**src/rtl/boreal_cursor_pkg.sv**
```systemverilog
// boreal_cursor_pkg: shared sizes and FSM state type for the acquisition sequencer
package boreal_cursor_pkg;
    localparam int NUM_CH   = 8;
    localparam int SAMPLE_W = 24;
    localparam int CH_W     = 3;

    typedef enum logic [2:0] {
        S_IDLE,
        S_CONV,
        S_WAIT,
        S_EMIT,
        S_GAP,
        S_HALTED
    } acq_state_t;
endpackage

```
**src/rtl/boreal_acq_watchdog.sv**
```systemverilog
// boreal_acq_watchdog: WAIT-state cycle counter that flags expiry after TIMEOUT_CYC cycles
//   clk, rst : clock, async active-high reset
//   load     : restart the count (conversion being issued)
//   run      : count this cycle (sequencer waiting on the ADC)
//   expire   : high in the TIMEOUT_CYC-th consecutive run cycle
module boreal_acq_watchdog #(
    parameter int TIMEOUT_CYC = 255
) (
    input  logic clk,
    input  logic rst,
    input  logic load,
    input  logic run,
    output logic expire
);
    localparam int CW = $clog2(TIMEOUT_CYC + 1);

    logic [CW-1:0] cnt;

    always_ff @(posedge clk or posedge rst) begin
        if (rst) cnt <= '0;
        else if (load) cnt <= '0;
        else if (run) cnt <= cnt + 1'b1;
    end

    assign expire = run && cnt == CW'(TIMEOUT_CYC - 1);
endmodule

```
**src/rtl/boreal_acq_sequencer.sv**
```systemverilog
// boreal_acq_sequencer: round-robin ADC acquisition FSM with frame counting and packet requests
//   clk, rst              : clock, async active-high reset
//   enable                : run acquisition
//   emergency_halt_n      : 0 aborts to HALTED, dropping the partial frame
//   adc_conv_start/adc_ch : conversion request and channel to the ADC
//   adc_valid/adc_data    : ADC sample strobe and data
//   out_*                 : registered sample, channel tag and one-cycle ready strobe
//   uart_busy             : packetiser busy; holds back send_packet_strobe
//   send_packet_strobe    : one request per PKT_DIV completed frames (coalesced)
//   frame_cnt, timeout_err, busy : status
// Macro BOREAL_ACQ_TIMEOUT_EN adds the WAIT watchdog; without it WAIT waits forever.
module boreal_acq_sequencer #(
    parameter int NUM_CH      = boreal_cursor_pkg::NUM_CH,
    parameter int SAMPLE_W    = boreal_cursor_pkg::SAMPLE_W,
    parameter int TIMEOUT_CYC = 255,
    parameter int GAP_CYC     = 2,
    parameter int PKT_DIV     = 4
) (
    input  logic                clk,
    input  logic                rst,
    input  logic                enable,
    input  logic                emergency_halt_n,
    output logic                adc_conv_start,
    output logic [2:0]          adc_ch,
    input  logic                adc_valid,
    input  logic [SAMPLE_W-1:0] adc_data,
    output logic [2:0]          out_channel_sel,
    output logic [SAMPLE_W-1:0] out_raw_adc,
    output logic                out_data_ready,
    input  logic                uart_busy,
    output logic                send_packet_strobe,
    output logic [15:0]         frame_cnt,
    output logic                timeout_err,
    output logic                busy
);
    import boreal_cursor_pkg::*;

    localparam int GW = GAP_CYC > 1 ? $clog2(GAP_CYC) : 1;

    acq_state_t      state, state_nx;
    logic [CH_W-1:0] ch_idx;
    logic [GW-1:0]   gap_cnt;
    logic [15:0]     frame_nx;
    logic            pkt_pending, pkt_set, last_ch, take, expire;

`ifdef BOREAL_ACQ_TIMEOUT_EN
    boreal_acq_watchdog #(.TIMEOUT_CYC(TIMEOUT_CYC)) u_wdog (
        .clk    (clk),
        .rst    (rst),
        .load   (state == S_CONV),
        .run    (state == S_WAIT),
        .expire (expire)
    );
`else
    // no watchdog: never expires (TIMEOUT_CYC is referenced only to keep the parameter live)
    assign expire = TIMEOUT_CYC < 0;
`endif

    assign adc_ch   = ch_idx;
    assign last_ch  = ch_idx == CH_W'(NUM_CH - 1);
    assign take     = state == S_WAIT && (adc_valid || expire);
    assign frame_nx = frame_cnt + 16'd1;
    assign pkt_set  = state == S_EMIT && last_ch && int'(frame_nx) % PKT_DIV == 0;

    always_comb begin
        state_nx = state;
        case (state)
            S_IDLE:   if (enable) state_nx = S_CONV;
            S_CONV:   state_nx = S_WAIT;
            S_WAIT:   if (take) state_nx = S_EMIT;
            S_EMIT:   state_nx = GAP_CYC > 0 ? S_GAP : (enable ? S_CONV : S_IDLE);
            S_GAP:    if (gap_cnt == GW'(GAP_CYC - 1)) state_nx = enable ? S_CONV : S_IDLE;
            default:  state_nx = S_IDLE;
        endcase
        // halt overrides everything, including a same-cycle ADC sample
        if (!emergency_halt_n) state_nx = S_HALTED;
        adc_conv_start     = emergency_halt_n && state == S_CONV;
        out_data_ready     = emergency_halt_n && state == S_EMIT;
        send_packet_strobe = emergency_halt_n && pkt_pending && !uart_busy;
        busy               = state != S_IDLE && state != S_HALTED;
    end

    always_ff @(posedge clk or posedge rst) begin
        if (rst) begin
            state           <= S_IDLE;
            ch_idx          <= '0;
            gap_cnt         <= '0;
            pkt_pending     <= 1'b0;
            frame_cnt       <= '0;
            out_raw_adc     <= '0;
            out_channel_sel <= '0;
            timeout_err     <= 1'b0;
        end else begin
            state   <= state_nx;
            gap_cnt <= state == S_GAP ? gap_cnt + 1'b1 : '0;
            if (!emergency_halt_n) begin
                ch_idx      <= '0;
                pkt_pending <= 1'b0;
            end else begin
                if (take) begin
                    out_raw_adc     <= adc_valid ? adc_data : '0;
                    out_channel_sel <= ch_idx;
                    timeout_err     <= timeout_err | ~adc_valid;
                end
                if (state == S_EMIT) begin
                    ch_idx <= last_ch ? '0 : ch_idx + 1'b1;
                    if (last_ch) frame_cnt <= frame_nx;
                end
                // a new packet boundary wins over a same-cycle strobe clear
                pkt_pending <= pkt_set | (pkt_pending & uart_busy);
            end
        end
    end
endmodule

```
**config.mk**
```make
export PLATFORM = sky130hd
export DESIGN_NAME = boreal_acq_sequencer
export DESIGN_NICKNAME = d
export VERILOG_FILES = /design/src/rtl/boreal_cursor_pkg.sv /design/src/rtl/boreal_acq_watchdog.sv /design/src/rtl/boreal_acq_sequencer.sv
export SDC_FILE = /design/constraint.sdc
export NUM_CORES = 1
export LEC_CHECK = 0
export BUFFER_PORTS_ARGS = -buffer_cell sky130_fd_sc_hd__buf_2
export CAP_MARGIN = 30
export CORE_MARGIN = 5
export CORE_UTILIZATION = 55
export CTS_BUF_LIST = sky130_fd_sc_hd__clkbuf_4
export DETAILED_ROUTE_END_ITERATION = 10
export GPL_TIMING_DRIVEN = 0
export HOLD_SLACK_MARGIN = 0.12
export PLACE_DENSITY_LB_ADDON = 0.2
export SLEW_MARGIN = 5
export SYNTH_ARGS = -nofsm -noshare
export SYNTH_HDL_FRONTEND = slang
export SYNTH_SLANG_ARGS = --single-unit
```
**constraint.sdc**
```tcl
create_clock -name clk -period 2.5 [get_ports clk]
set_input_delay 0.625 -clock clk [delete_from_list [all_inputs] [get_ports clk]]
set_output_delay 0.625 -clock clk [all_outputs]
set_load 0.01 [all_outputs]
```
==> flow_metrics.tcl, run 1 <==
set metrics [dict create \
    synthSimpleGateAreaFrac_pct 11.9 \
    synth_nets 193 \
    io_buffers 80 \
    period_share_pct 80.1 \
    start_util_pct 56.2 \
    synth_compound_area_share_pct 0.952 \
    root_buffer "clkbuf_4" \
    startpoint_type "register" \
    drive_above_1_share_pct 50.2 \
    dp_hpwl_um 3290 \
    final_cells 299 \
    yosys.area_share.adder_pct 1.68 \
    syn_area_um2 2230 \
    outcome "complete, no violations" \
    syn_to_final_growth_pct 24.1 \
    rsz0062_at_grt "no" \
    slew_headroom_pct 70.5 \
    cpPeakStageDelay_ns 0.46 \
    cp_slowest_cell "dfrtp_1" \
    max_freq_ghz 0.500 \
    ys_types 30 \
    cts_sinks 52 \
    worst-path-max-fanout 6 \
    n_antenna_cell 0 \
    dp.cells 291 \
    path_cells "nand4b_2 > inv_1 > buf_2" \
    setup_viol 0 \
    ctsResizeCount 0 \
    drt_iter0_drc 60 \
    synth_seq_area_share_pct 58.3 \
    die_h_um 73.7 \
    p_per_area_nw_per_um2 551 \
    worst-endpoint-required_ns 1.88 \
    routed_wl_um 4270 \
    cap_viol_max_count 0 \
    fin_crit_ns 2.00 \
    clock_latency_ns 0.35 \
    vias_per_cell 5.03 \
    clock_skew_ns 0.00621 \
    cts_hold_buf 0 \
    firstDrtPassIters 4 \
    synth_top_family_by_area "multiplexers" \
    grt_max_degree 39 \
    leakagePower_uw 0.00163 \
    end_kind "primary output" \
    dieArea_um2 5440 \
    synth_xor_area_share_pct 6.67 \
    ys_seq_elements 52 \
    worstMarginPinSlew_ns 0.438 \
    ant_nets 0 \
    gp_congestion 0.709 \
    hold_viol_final 0 \
    cp.arrival_ns 1.38 \
    cts_tree "done" \
    synthMuxAreaShare_pct 17.9 \
    synthCells 160 \
    grt_pass1_vias 1496 \
    drcViolationCount 0 \
    nNetsFinal 281 \
    critPathKind "reg -> out" \
    post_cts_buffers 0 \
    clock_path_buffers 2 \
    yosysWarnings 0 \
    grtUsageTotal_pct 16.7 \
    irDropWorstVdd_uv 263 \
    num_rows 23 \
    cts.clk_slew.worst_paths_ns 0.13 \
    core_area_um2 3970 \
    grt_pass1_wl_um 6960 \
    vias 1504 \
    numCtsBuffers 5 \
    syn_area_per_cell_um2 14.0 \
    h-tree-depth 2 \
    drv_slew 0 \
    routedWlPerCell_um 14.3 \
    overflow 0 \
    die_w_um 73.7 \
    antenna_found_initial 0 \
    power.total_uw 1530 \
    io_pins 81 \
    hold_class "in -> async" \
    n_fill_cell 303 \
]
[synthesized netlist by cell type]
cell type  number  area [um2]
ha_1            3        37.5
clkbuf_1        1        3.75
buf_4           1        7.51
mux2i_1         1        10.0
inv_1           4        15.0
nor2b_1         3        18.8
or3_1           2        12.5
xor2_1          6        52.6
nand2_1        10        37.5
nand4b_2        1        15.0
nand3_1         6        30.0
xnor2_1        11        96.3
mux2_4         20         300
buf_6           2        22.5
and2_1          1        6.26
buf_2           2        10.0
dfrtp_1        52        1300
nor2_1          3        11.3
a31oi_1         1        6.26
nand3b_1        2        15.0
mux2_2          8        90.1
nor3_1          3        15.0
and3_1          3        18.8
nor3b_1         3        22.5
nand4_1         3        18.8
nor4_1          1        6.26
a21oi_1         2        10.0
nand2b_1        2        12.5
nor4_2          2        25.0
o21ai_0         1        5.00
[cell type report]
type	instances	area, um2	area share (%)
Clock inverter	1	3.75	0.135
Clock buffer	7	52.6	1.90
Buffer	6	43.8	1.58
Sequential cell	52	1300	46.9
Tap cell	50	62.6	2.26
Multi-Input combinational cell	98	873	31.5
Timing Repair Buffer	81	420	15.2
Inverter	4	15.0	0.542
[power by group]
part,leakage (uW),total (uW),switching (uW),internal [uW]
clock,0.0000338,362,231,130
sequential,0.000710,928,28.9,899
combinational,0.000882,238,106,131
[worst max-delay path: cells and delay by family, from the launching register on]
kind	cells	cell delay, ns
buf+inv	2	0.25
flops	1	0.46
simple gates	1	0.32
[cells by family after synthesis]
| family | count (synthesis) |
|---|---|
| DFF | 52 |
| and+or+nand+nor | 45 |
| muxes | 29 |
| xor gates and xnor gates | 17 |
| buffers and inverters | 10 |
| AOI/OAI and AO/OA | 4 |
| adders and majority gates | 3 |
[layer usage]
| layer | vias to the layer above | GRT usage (%) | wire length (um) |
|---|---|---|---|
| met5 | - | 0 | 0 |
| met2 | 52 | 27.4 | 2030 |
| li1 | 730 | - | - |
| met3 | 6 | 4.38 | 363 |
| met1 | 716 | 21.3 | 1820 |
| met4 | 0 | 6.04 | 51 |
[final timing paths]
kind / start / endpoint / slack, ns / cells past startpoint
max reg2reg: adc_ch[0] / frame_cnt[10] / 0.61 / 6
max in group asynchronous: rst / out_raw_adc[13] / 1.80 / 3
min: rst / timeout_err / 0.21 / 2
min reg2reg: timeout_err / timeout_err / 0.47 / 1
max: state[2] / out_data_ready / 0.50 / 3
min in group clk: timeout_err / timeout_err / 0.47 / 1
[through the flow]
step	hold slack, ns	instance area, um2	setup slack (ns)	utilization, %	TNS, ns
floorplan	0.476	2230	0.617	-	0
global placement	0.437	2700	-0.0252	67.9	-1.22
detailed placement	0.444	2720	0.440	68.4	0
CTS	0.204	2770	0.471	69.8	0
global route	0.210	2770	0.359	69.8	0
finish	0.209	2770	0.498	69.8	0
[sequential cells by signal, summed over array words and instances (netlist names)]
register,cells
timeout_err,1
out_raw_adc,24
gap_cnt,1
pkt_pending,1
out_channel_sel,3
frame_cnt,16
adc_ch,3
state,3
[placed cells by master (no fill, tap or decap), drive strengths merged]
cell / count
a21oi: 2
a31oi: 1
and2: 1
and3: 3
buf: 86
clkbuf: 8
clkinv: 1
dfrtp: 52
ha: 3
inv: 4
mux2: 28
mux2i: 1
nand2: 10
nand2b: 2
nand3: 6
nand3b: 2
nand4: 3
nand4b: 1
nor2: 3
nor2b: 3
nor3: 3
nor3b: 3
nor4: 3
o21ai: 1
or3: 2
xnor2: 11
xor2: 6
No activity file was read; power rests on OpenSTA's default activity.
==> run 2: changes to the inputs <==
- CORE_UTILIZATION: 55 -> 46
- clock period: 2.5 -> 1.65 ns (I/O delays scaled with it)
==> run 2 against run 1 <==
  * The flow now finishes with violations (setup timing)
  * Register-to-register slack got worse by 0.61 ns
  * Final cell count is 11% higher
  * Die area up 17%
  * Cell area increased by 9.5%
  * Sequential share of layout area is 4.1 points lower
  * Total power rose by 53%
  * Critical path depth is the same
  * Via count rose by 4.1%
  * Routed wire length grew 9.7%
  * Core utilization shrank 5.6 points
  * Critical path type unchanged
  * Largest power group unchanged
==> flow_metrics.tcl, run 2 (same netlist as run 1, synthesis figures left out) <==
set metrics [dict create \
    syn_to_final_growth_pct 35.9 \
    n_antenna_cell 0 \
    cp.arrival_ns 1.28 \
    grt_pass1_vias 1540 \
    largest_reg_flops 24 \
    r2r-start "state[2]" \
    grt_max_degree 31 \
    drv_slew 0 \
    root_buffer "clkbuf_4" \
    rsz0062_at_grt "yes" \
    r2r_end "out_raw_adc[22]" \
    dieArea_um2 6350 \
    clock_skew_ns 0.0140 \
    reg.largest.list "out_raw_adc: 24 flops, frame_cnt: 16 flops" \
    numCtsBuffers 5 \
    fin_crit_ns 1.69 \
    cts_tree "done" \
    routedWlPerCell_um 14.1 \
    worstMarginPinSlew_ns 0.520 \
    die_h_um 79.7 \
    setup_viol 2 \
    layout_common_cells "79 x buf_2, 52 x dfrtp_1, 20 x mux2_4" \
    clock_latency_ns 0.36 \
    start_util_pct 47.3 \
    vias 1566 \
    io_buffers 80 \
    vias_per_cell 4.73 \
    cts_sinks 52 \
    cts.clk_slew.worst_paths_ns 0.15 \
    antenna_found_initial 0 \
    drt_iter0_drc 62 \
    period_share_pct 103 \
    n_fill_cell 374 \
    cap_viol_max_count 0 \
    drcViolationCount 0 \
    worst-endpoint-required_ns 1.24 \
    reg2reg_depth 5 \
    grt_pass1_wl_um 7670 \
    layout_setup_ws_ns -0.0435 \
    outcome "complete, but fails checks" \
    slew_headroom_pct 65.3 \
    pre_cts_ws_ns -0.174 \
    worst-path-max-fanout 4 \
    hold_class "in -> reg" \
    end_kind "primary output" \
    leakagePower_uw 0.00176 \
    regArea_um2 1300 \
    overflow 0 \
    die_w_um 79.7 \
    startpoint_type "register" \
    min_to "out_raw_adc[1]" \
    core_area_um2 4720 \
    critPathKind "reg -> out" \
    drive_above_1_share_pct 56.1 \
    violations "setup timing" \
    hold_ws_ns 0.268 \
    io_pins 81 \
    hold_viol_final 0 \
    final_common_cell "buf_2" \
    top_register "out_raw_adc" \
    irDropWorstVdd_uv 377 \
    h-tree-depth 2 \
    hp-start "adc_data[1]" \
    num_rows 25 \
    dp_hpwl_um 3350 \
    ant_nets 0 \
    routed_wl_um 4680 \
    min_path_cells 2 \
    multi_input_area_um2 957 \
    firstDrtPassIters 4 \
    gp_congestion 0.703 \
    grtUsageTotal_pct 15.5 \
    p_per_area_nw_per_um2 771 \
    nNetsFinal 296 \
    clock_path_buffers 2 \
    max_freq_ghz 0.590 \
    reg2reg_setup_slack_ns 0 \
]
-- run 2: cell count changes in the layout (fill, tap and decap cells not counted), sizes merged --
cell / delta
inv: -1
clkinvlp: +1
clkinv: +2
buf: +14
dlygate4sd3: +1
clkbuf: -2
-- run 2: critical path, stage by stage (launching register included) --
cell	delay [ns]
dfrtp_1	0.46
nand2b_4	0.17
nor3b_2	0.14
buf_2	0.14
-- run 2: worst max path at each step --
| stage | slack (ns) | startpoint | cells after the start | endpoint |
|---|---|---|---|---|
| 2_1_floorplan | -0.003 | adc_ch[0] | 6 | frame_cnt[6] |
| 3_3_place_gp | -0.18 | emergency_halt_n | 6 | out_raw_adc[19] |
| 3_5_place_dp | -0.17 | adc_ch[0] | 6 | frame_cnt[10] |
| 4_1_cts | -0.05 | state[2] | 3 | adc_conv_start |
| 5_1_grt | -0.14 | state[2] | 3 | adc_conv_start |
| 6_report | -0.04 | state[2] | 3 | adc_conv_start |
-- run 2: final cells by class --
cell class | instances | share of cell area [%]
well taps | 67 | 2.76
plain buffers | 6 | 2.43
repair buffers | 96 | 18.1
clock buffers | 5 | 1.24
multi-input cells | 98 | 31.5
clock inverters | 3 | 0.453
inverters | 4 | 0.618
flip-flops and latches | 52 | 42.9
-- run 2: per-layer routing --
layer  part of all wire (%)  routed length [um]  vias up  GRT usage (%)
li1                       -                   -      757              -
met1                     45                2130      755           20.8
met2                     46                2140       48           23.9
met3                    7.4                 344        6           5.19
met4                    1.4                  65        0           4.64
met5                      0                   0        -              0
-- run 2: stage by stage --
step                total power, uW  utilization [%]  instances   TNS, ns  area, um2
floorplan                      1640                -        160  -0.00259       2260
global route                   2470             64.3        331     -1.27       3040
finish                         2340             64.3        331   -0.0861       3040
CTS                            2370             63.2        327    -0.132       2990
detailed placement             1800             58.5        308     -4.28       2760
global placement               1780             58.1        307     -4.07       2740
-- run 2: repair_timing --
action	4_1_cts	5_1_grt
pin swaps	4	8
hold buffers	1	0
buffers inserted	10	4
gates resized for setup	17	5
setup endpoints to repair	33	37
endpoints found under the hold margin	22	0
-- run 2: where the power goes --
part / total (uW) / internal, uW / switching, uW / leakage [uW]
registers: 1410 / 1360 / 43.9 / 0.000710
logic: 396 / 223 / 173 / 0.00101
clock network: 540 / 157 / 382 / 0.0000324
total: 2340 / 1740 / 599 / 0.00176
==> run 3: changes to the inputs <==
- SLEW_MARGIN: 5 -> not set
- clock period: 1.65 -> 1.54 ns (I/O delays scaled with it)
==> run 3 against run 2 <==
  * Die area did not move
  * The flow still finishes with violations (setup timing)
  * Highest routed layer unchanged
  * Cell area up 2.5%
  * Total power grew 8.8%
  * Clock skew shrank 0.010 ns
==> flow_metrics.tcl, run 3 (same netlist as run 1, synthesis figures left out) <==
set metrics [dict create \
    min_to "out_raw_adc[2]" \
    cp.arrival_ns 1.93 \
    cts.clk_slew.worst_paths_ns 0.14 \
    top_register "out_raw_adc" \
    n_antenna_cell 0 \
    drt_iter0_drc 14 \
    r2r_end "out_raw_adc[19]" \
    overflow 0 \
    reg2reg_setup_slack_ns -0.12 \
    dieArea_um2 6350 \
    core_area_um2 4720 \
    violations "setup timing" \
    num_rows 25 \
    vias 1570 \
    routedWlPerCell_um 14.2 \
    gp_congestion 0.688 \
    grt_pass1_vias 1653 \
    io_buffers 80 \
    worstMarginPinSlew_ns 0.581 \
    hold_viol_final 0 \
    drv_slew 0 \
    die_w_um 79.7 \
    drcViolationCount 0 \
    worst-endpoint-required_ns 1.81 \
    dp.cells 308 \
    clock_power_share_pct 24.1 \
    outcome "complete, but fails checks" \
    p_int_uw 1890 \
    setup_viol 39 \
    cts_tree "done" \
    leakagePower_uw 0.00180 \
    firstDrtPassIters 2 \
    grt_max_degree 28 \
    ant_nets 0 \
    final_common_cell "buf_2" \
    final_cells 331 \
    clock_skew_ns 0.00404 \
    end_kind "register" \
    largest_reg_flops 24 \
    root_buffer "clkbuf_4" \
    n_fill_cell 383 \
    startpoint_type "register" \
    multi_input_area_um2 972 \
    layout_setup_ws_ns -0.122 \
    nNetsFinal 296 \
    die_h_um 79.7 \
    start_util_pct 47.3 \
    grt_pass1_wl_um 7870 \
    combPwrFrac_pct 16.8 \
    regArea_um2 1300 \
    cts_sinks 52 \
    fin_tns_setup_ns -2.83 \
    design_area_um2 3110 \
    min_path_cells 2 \
    clock_latency_ns 0.37 \
    pre_cts_ws_ns -0.209 \
    cap_viol_max_count 0 \
    p_per_area_nw_per_um2 818 \
    reg2reg_depth 5 \
    grtUsageTotal_pct 15.8 \
    clock_path_buffers 2 \
    drive_above_1_share_pct 56.8 \
    worst-path-max-fanout 6 \
    sw_frac_of_total_pct 25.7 \
    dpl_cell_area_um2 2820 \
    critPathKind "reg -> reg" \
    io_pins 81 \
    numCtsBuffers 5 \
    syn_to_final_growth_pct 39.3 \
    rsz0062_at_grt "yes" \
    fin_crit_ns 1.66 \
    slew_headroom_pct 61.2 \
    irDropWorstVdd_uv 592 \
    postLayoutCoreUtil_pct 65.9 \
    h-tree-depth 2 \
    p_sw_uw 655 \
    vias_per_cell 4.74 \
    period_share_pct 108 \
    dp_hpwl_um 3330 \
    hp-start "adc_data[2]" \
    max_freq_ghz 0.602 \
    hold_class "in -> reg" \
    reg.largest.list "out_raw_adc: 24 flops, frame_cnt: 16 flops" \
    power_frac_seq_pct 59.1 \
    antenna_found_initial 0 \
    r2r-start "state[2]" \
    routed_wl_um 4690 \
    layout_common_cells "79 x buf_2, 52 x dfrtp_1, 20 x mux2_4" \
]
[run 3: layout make-up]
class                   count  area share (%)
flip-flops and latches     52            41.8
multi-input cells          98            31.2
repair buffers             96            19.3
well taps                  67            2.69
plain buffers               6            2.49
clock buffers               6            1.45
inverters                   4           0.603
clock inverters             2           0.362
[run 3: timing repair]
action	CTS	global route
cloned	1	1
pin swaps	9	7
resized for setup	11	9
endpoints found under the setup margin	36	43
hold buffers	1	0
endpoints found under the hold margin	25	0
setup buffers	11	1
[run 3: how the worst max path moves through the flow]
stage                     start               to  slack (ns)  depth (start not counted)
6_report               state[2]  out_raw_adc[19]       -0.12                          5
5_1_grt               adc_ch[1]    frame_cnt[10]       -0.22                          6
3_3_place_gp   emergency_halt_n    frame_cnt[10]       -0.19                          5
2_1_floorplan         adc_ch[0]    frame_cnt[10]       -0.05                          6
4_1_cts                state[2]   adc_conv_start       -0.12                          3
3_5_place_dp   emergency_halt_n    frame_cnt[14]       -0.21                          5
[run 3: worst max-delay path, stage by stage, from the launching register on]
cell and delay, ns:
dfrtp_1 0.45, nand2b_4 0.16, or3_1 0.32, buf_6 0.17
clkbuf_16 0.16, mux2_4 0.29
[run 3: through the flow]
stage                     total power (uW)  hold slack (ns)
after floorplan                       1760            0.440
after global placement                1920            0.438
after detailed placement              1930            0.448
after CTS                             2580            0.222
after global routing                  2690            0.211
final                                 2550            0.237
[run 3: per-layer routing]
metal / up-vias / share of wire, % / track usage, %
li1: 758 / - / -
met1: 762 / 43 / 18.6
met2: 43 / 50 / 27.8
met3: 7 / 6.4 / 4.29
met4: 0 / 1.2 / 5.15
met5: - / 0 / 0
[run 3: power by group through the flow]
stage	clock [uW]	sequential [uW]	combinational, uW
after CTS	637	1510	434
after detailed placement	0	1530	401
after floorplan	0	1580	182
final	613	1510	429
after global routing	703	1520	467
after global placement	0	1530	390
